[src/rtl/uart_rx_fifo.sv]
// UART receiver: 2-flop synchronised RX, mid-bit sampling, optional even parity,
// framing/break detection, feeding a first-word-fall-through receive FIFO.
module uart_rx_fifo #(
    parameter int CLKS_PER_BIT = 434,
    parameter int STOP_BITS    = 1,
    parameter int DEPTH        = 8
) (
    input  logic                     clk,
    input  logic                     rst,
    input  logic                     RX,
    input  logic                     parity_en,
    output logic [7:0]               rx_data,
    output logic                     rx_perr,
    output logic                     rx_ferr,
    output logic                     rx_break,
    output logic                     rx_valid,
    input  logic                     rx_ready,
    output logic [$clog2(DEPTH):0]   rx_count,
    output logic                     rx_busy,
    output logic                     overflow,
    input  logic                     ovf_clr
);

    localparam int AW = $clog2(DEPTH);
    localparam int CW = $clog2(CLKS_PER_BIT);
    localparam logic [CW-1:0] CNT_FULL = CW'(CLKS_PER_BIT - 1);
    localparam logic [CW-1:0] CNT_HALF = CW'(CLKS_PER_BIT / 2 - 1);
    localparam logic [CW-1:0] CNT_ONE  = CW'(1);
    localparam logic          STOP_LAST = 1'(STOP_BITS - 1);
    localparam logic [AW:0]   PTR_ONE  = (AW + 1)'(1);

    // state    | meaning
    // S_IDLE   | line idle, waiting for a falling edge on rxs
    // S_START  | half a bit in, confirming the start bit
    // S_DATA   | sampling the 8 data bits, LSB first
    // S_PARITY | sampling the even-parity bit
    // S_STOP   | sampling STOP_BITS stop bits, push entry after the last
    // S_BRK    | break received, waiting for the line to return high
    typedef enum logic [2:0] {
        S_IDLE, S_START, S_DATA, S_PARITY, S_STOP, S_BRK
    } state_t;

    logic [1:0]    sync_q;
    logic          rxs;
    state_t        state_q;
    logic [CW-1:0] cnt_q;
    logic [2:0]    bit_q;
    logic          stop_q;
    logic [7:0]    shift_q;
    logic          par_en_q;
    logic          perr_q;
    logic          ferr_q;
    logic          push_q;
    logic [10:0]   entry_q;
    logic          ferr_now;
    logic          brk_now;

    always_ff @(posedge clk or posedge rst) begin
        if (rst) sync_q <= 2'b11;
        else     sync_q <= {sync_q[0], RX};
    end
    assign rxs = sync_q[1];

    assign ferr_now = ferr_q | ~rxs;
    assign brk_now  = (shift_q == 8'h00) && ferr_now && !rxs;

    always_ff @(posedge clk or posedge rst) begin
        if (rst) begin
            state_q  <= S_IDLE;
            cnt_q    <= '0;
            bit_q    <= '0;
            stop_q   <= 1'b0;
            shift_q  <= '0;
            par_en_q <= 1'b0;
            perr_q   <= 1'b0;
            ferr_q   <= 1'b0;
            push_q   <= 1'b0;
            entry_q  <= '0;
        end else begin
            push_q <= 1'b0;
            case (state_q)
                S_IDLE: begin
                    if (!rxs) begin
                        state_q <= S_START;
                        cnt_q   <= CNT_HALF;
                    end
                end
                S_START: begin
                    if (cnt_q != '0) begin
                        cnt_q <= cnt_q - CNT_ONE;
                    end else if (rxs) begin
                        state_q <= S_IDLE;
                    end else begin
                        par_en_q <= parity_en;
                        cnt_q    <= CNT_FULL;
                        bit_q    <= '0;
                        state_q  <= S_DATA;
                    end
                end
                S_DATA: begin
                    if (cnt_q != '0) begin
                        cnt_q <= cnt_q - CNT_ONE;
                    end else begin
                        shift_q <= {rxs, shift_q[7:1]};
                        cnt_q   <= CNT_FULL;
                        bit_q   <= bit_q + 3'd1;
                        if (bit_q == 3'd7) begin
                            stop_q  <= 1'b0;
                            ferr_q  <= 1'b0;
                            perr_q  <= 1'b0;
                            state_q <= par_en_q ? S_PARITY : S_STOP;
                        end
                    end
                end
                S_PARITY: begin
                    if (cnt_q != '0) begin
                        cnt_q <= cnt_q - CNT_ONE;
                    end else begin
                        perr_q  <= rxs ^ (^shift_q);
                        cnt_q   <= CNT_FULL;
                        state_q <= S_STOP;
                    end
                end
                S_STOP: begin
                    if (cnt_q != '0) begin
                        cnt_q <= cnt_q - CNT_ONE;
                    end else begin
                        cnt_q <= CNT_FULL;
                        if (stop_q == STOP_LAST) begin
                            push_q  <= 1'b1;
                            entry_q <= {brk_now, ferr_now, perr_q, shift_q};
                            state_q <= brk_now ? S_BRK : S_IDLE;
                        end else begin
                            ferr_q <= ferr_now;
                            stop_q <= 1'b1;
                        end
                    end
                end
                S_BRK: begin
                    if (rxs) state_q <= S_IDLE;
                end
                default: state_q <= S_IDLE;
            endcase
        end
    end

    assign rx_busy = (state_q != S_IDLE);

    logic [10:0] mem_q [DEPTH];
    logic [AW:0] wr_q;
    logic [AW:0] rd_q;
    logic        empty;
    logic        full;
    logic        pop;
    logic        wr_en;

    assign empty = (wr_q == rd_q);
    assign full  = (wr_q[AW] != rd_q[AW]) && (wr_q[AW-1:0] == rd_q[AW-1:0]);
    assign pop   = !empty && rx_ready;
    // A pop in the same cycle frees the slot the incoming entry will occupy.
    assign wr_en = push_q && (!full || pop);

    always_ff @(posedge clk or posedge rst) begin
        if (rst) begin
            for (int i = 0; i < DEPTH; i++) mem_q[i] <= '0;
            wr_q     <= '0;
            rd_q     <= '0;
            overflow <= 1'b0;
        end else begin
            if (wr_en) begin
                mem_q[wr_q[AW-1:0]] <= entry_q;
                wr_q                <= wr_q + PTR_ONE;
            end
            if (pop) rd_q <= rd_q + PTR_ONE;
            if (push_q && full && !pop) overflow <= 1'b1;
            else if (ovf_clr)           overflow <= 1'b0;
        end
    end

    assign {rx_break, rx_ferr, rx_perr, rx_data} = mem_q[rd_q[AW-1:0]];
    assign rx_valid = !empty;
    assign rx_count = wr_q - rd_q;

endmodule

[config.mk]
export PLATFORM = sky130hd
export DESIGN_NAME = uart_rx_fifo
export DESIGN_NICKNAME = d
export VERILOG_FILES = /design/src/rtl/uart_rx_fifo.sv
export SDC_FILE = /design/constraint.sdc
export NUM_CORES = 1
export LEC_CHECK = 0
export BUFFER_PORTS_ARGS = -buffer_cell sky130_fd_sc_hd__buf_2
export CAP_MARGIN = 20
export CORE_UTILIZATION = 40
export CTS_BUF_LIST = sky130_fd_sc_hd__clkbuf_8
export CTS_CLUSTER_DIAMETER = 60
export DETAILED_ROUTE_END_ITERATION = 10
export PLACE_DENSITY = 0.69
export SLEW_MARGIN = 30
export SYNTH_ARGS = -nofsm -noshare
export SYNTH_HDL_FRONTEND = slang
export SYNTH_SLANG_ARGS = --single-unit
[constraint.sdc]
create_clock -name clk -period 4.08 [get_ports clk]
set_clock_uncertainty 0.15 [all_clocks]
set_input_delay 0 -clock clk [delete_from_list [all_inputs] [get_ports clk]]
set_output_delay 0 -clock clk [all_outputs]
set_load 0.03 [all_outputs]
==> flow_metrics.env <==
export IMPL_start_util_pct=41.3
export IMPL_synth_ff_type="dfrtp_1"
export IMPL_cp_num_buf_inv=2
export IMPL_drive_gt1_share_pct=36.1
export IMPL_synth_area_mm2=0.00660
export IMPL_synth_avg_cell_area_um2=13.1
export IMPL_maxSlewViolCount=0
export IMPL_ioPinCount=24
export IMPL_n_antenna_cell=0
export IMPL_critical_path_cell_chain="buf_4, inv_1, ha_1, nand3_1, o31a_4, nand3_1, mux2_2"
export IMPL_fmax_ghz=0.333
export IMPL_clk_path_buf_depth=2
export IMPL_yosysMostFrequentCell="dfrtp_1"
export IMPL_synth_top_area_cell="dfrtp_1"
export IMPL_port_buffer_count=23
export IMPL_syn_to_final_growth_pct=11.7
export IMPL_cts_resized=0
export IMPL_final_fill_count=1441
export IMPL_cts_tree="yes"
export IMPL_fin_setup_tns_ns=0
export IMPL_cellLeakagePower_uw=0.00346
export IMPL_combPwrFrac_pct=17.6
export IMPL_endpoint_kind="flip-flop"
export IMPL_synth_seq_cells=137
export IMPL_crit_type="reg2reg"
export IMPL_die_area_mm2=0.0170
export IMPL_max_slew_margin_rel_pct=45.2
export IMPL_grt_ovfl_total=0
export IMPL_cp_common_cell="nand3_1"
export IMPL_routedWlPerCell_um=17.5
export IMPL_yosysUniqueCellTypes=60
export IMPL_syn_num_nets=524
export IMPL_cts_root_buf="clkbuf_8"
export IMPL_wl_mm=13.4
export IMPL_hp_class="in2reg"
export IMPL_grtUsageTotal_pct=17.5
export IMPL_run_status="completed"
export IMPL_setup_viol=0
export IMPL_fp_row_count=46
export IMPL_first_pass_iters=4
export IMPL_p_sw_share_pct=30.3
export IMPL_die_h_um=130
export IMPL_synth_async_sr_flop_share_pct=100
export IMPL_power_density_mw_per_mm2=414
export IMPL_critPathTopFamily="simple AND/OR/NAND/NOR gates"
export IMPL_ys_seq_area_share_pct=52.0
export IMPL_hpwl_mm=8.62
export IMPL_place_area_mm2=0.00692
export IMPL_grt_pass1_vias=4267
export IMPL_grt_pass1_wl_mm=22.2
export IMPL_htreeDepth=4
export IMPL_crit_required_ns=4.26
export IMPL_drc_errors=0
export IMPL_p_sw_uw=927
export IMPL_drtIter0Drc=189
export IMPL_synth_warnings=0
export IMPL_critPathMaxFanout=14
export IMPL_cp_start_kind="flip-flop"
export IMPL_grt_max_degree=67
export IMPL_vias=4113
export IMPL_die_w_um=130
export IMPL_rsz0062_at_grt="false"
export IMPL_clk_pin_slew_worst_paths_ns=0.08
export IMPL_synthTopCellsByCount="dfrtp_1 (135), mux2_2 (84), nand2_1 (52), inv_1 (28), mux4_2 (22)"
export IMPL_slowest_stage="nand3_1"
export IMPL_fin_nets=555
export IMPL_critPathMaxStageDelay_ns=0.51
export IMPL_hold_viol=0
export IMPL_cts_sinks=137
export IMPL_maxCapViolCount=0
export IMPL_synth_area_top_cells="dfrtp_1 (51%), mux2_2 (14%), mux4_2 (7.5%)"
export IMPL_intPower_uw=2130
export IMPL_coreArea_mm2=0.0160
export IMPL_antenna_found_initial=0
export IMPL_arrival_ns=3.18
export IMPL_synth_cells=505
export IMPL_place_gp_congestion=0.826
export IMPL_worst_pin_slew_ns=0.823
export IMPL_numCtsBuffers=17
export IMPL_design_area_mm2=0.00738
export IMPL_antenna_left=0
export IMPL_seq_power_share_pct=45.6
export IMPL_ir_drop_mv=0.248
export IMPL_period_needed_ns=3.00
export IMPL_insertion_delay_ns=0.45
export IMPL_via_per_inst=5.38
export IMPL_synth_top_area_share_pct=51.2
export IMPL_period_share_pct=73.5
export IMPL_synth_edf_count=0
export IMPL_power_share_clock_pct=36.8
==> cells by family (layout without fill, tap and decap cells) <==
kind of cell               count (synthesis)  in the layout  synth area share [%]
muxes                                    123            123                  25.2
AOI/OAI and AO/OA                         58             58                  5.99
DFF                                      137            137                  52.0
buffers and inverters                     54             98                  3.90
and+or+nand+nor                          107            107                  8.55
xor gates and xnor gates                  13             13                  1.84
adders and majority gates                 13             13                  2.58
==> metal layers <==
layer	GRT usage [%]	wire length, µm	up-vias
met4	6.22	191	0
li1	-	-	1888
met1	22.4	6020	2112
met2	29.0	6640	93
met5	0	0	-
met3	4.11	516	20
==> stage by stage <==
| stage | hold WS (ns) | util [%] | total power [µW] | std cells | setup WS (ns) |
|---|---|---|---|---|---|
| final | 0.0678 | 46.1 | 3060 | 765 | 1.08 |
| after global routing | 0.0548 | 46.1 | 3190 | 765 | 0.947 |
| after CTS | 0.0293 | 46.1 | 3090 | 765 | 1.09 |
| after detailed placement | -0.0419 | 43.2 | 1960 | 727 | 1.10 |
| after global placement | -0.0346 | 43.2 | 1950 | 727 | 1.16 |
| after floorplan | -0.146 | - | 1830 | 505 | 0.265 |
==> repair_timing <==
action	CTS	global route
buffers inserted	0	0
setup endpoints to repair	0	0
hold buffers	6	0
endpoints found under the hold margin	72	0
==> cell type report <==
cell class	count	area [µm²]	area share (%)
multi-input combinational	314	2920	39.6
sequential	137	3430	46.5
timing repair buffer	38	243	3.29
clock buffer	17	234	3.17
tap	216	270	3.66
clock inverter	15	166	2.26
inverter	28	108	1.46
==> worst paths after layout <==
path	from	end	slack [ns]	depth (start not counted)
worst max-delay path	rd_q[2]$_DFFE_PP0P_	mem_q[67]$_DFFE_PP0P_	1.08	7
worst min-delay path	RX	sync_q[0]$_DFF_PP1_	0.07	2
worst max register to register	rd_q[2]$_DFFE_PP0P_	mem_q[67]$_DFFE_PP0P_	1.08	7
worst min register to register	sync_q[0]$_DFF_PP1_	sync_q[1]$_DFF_PP1_	0.21	0
max in group asynchronous	rst	mem_q[58]$_DFFE_PP0P_	2.59	4
min in group asynchronous	rst	cnt_q[0]$_DFFE_PP0P_	0.11	3
==> layout by cell type, fill, tap and decap left out, types with 6 or more instances in the layout <==
| master | count |
|---|---|
| a21oi_1 | 7 |
| inv_1 | 27 |
| mux2i_1 | 7 |
| ha_1 | 12 |
| dfrtp_1 | 135 |
| clkbuf_8 | 17 |
| nor2_1 | 10 |
| xnor2_1 | 12 |
| nand3_1 | 7 |
| nand2_1 | 52 |
| mux4_2 | 22 |
| mux2_4 | 10 |
| buf_4 | 9 |
| mux2_2 | 84 |
| dlygate4sd3_1 | 6 |
| o21ai_0 | 18 |
| buf_2 | 23 |
==> power groups by stage <==
stage | Combinational, µW | Sequential (µW) | Clock (µW)
6_report | 538 | 1390 | 1120
4_1_cts | 545 | 1390 | 1150
5_1_grt | 589 | 1400 | 1210
2_1_floorplan | 402 | 1430 | 0
3_3_place_gp | 531 | 1420 | 0
3_5_place_dp | 541 | 1420 | 0
==> registers in the layout, indices dropped and copies added (netlist names), 2 cells and up <==
register	count
wr_q	4
cnt_q	9
state_q	3
sync_q	2
bit_q	3
rd_q	4
shift_q	8
entry_q	11
mem_q	88
Note: power is estimated with default switching activity, not from simulation.
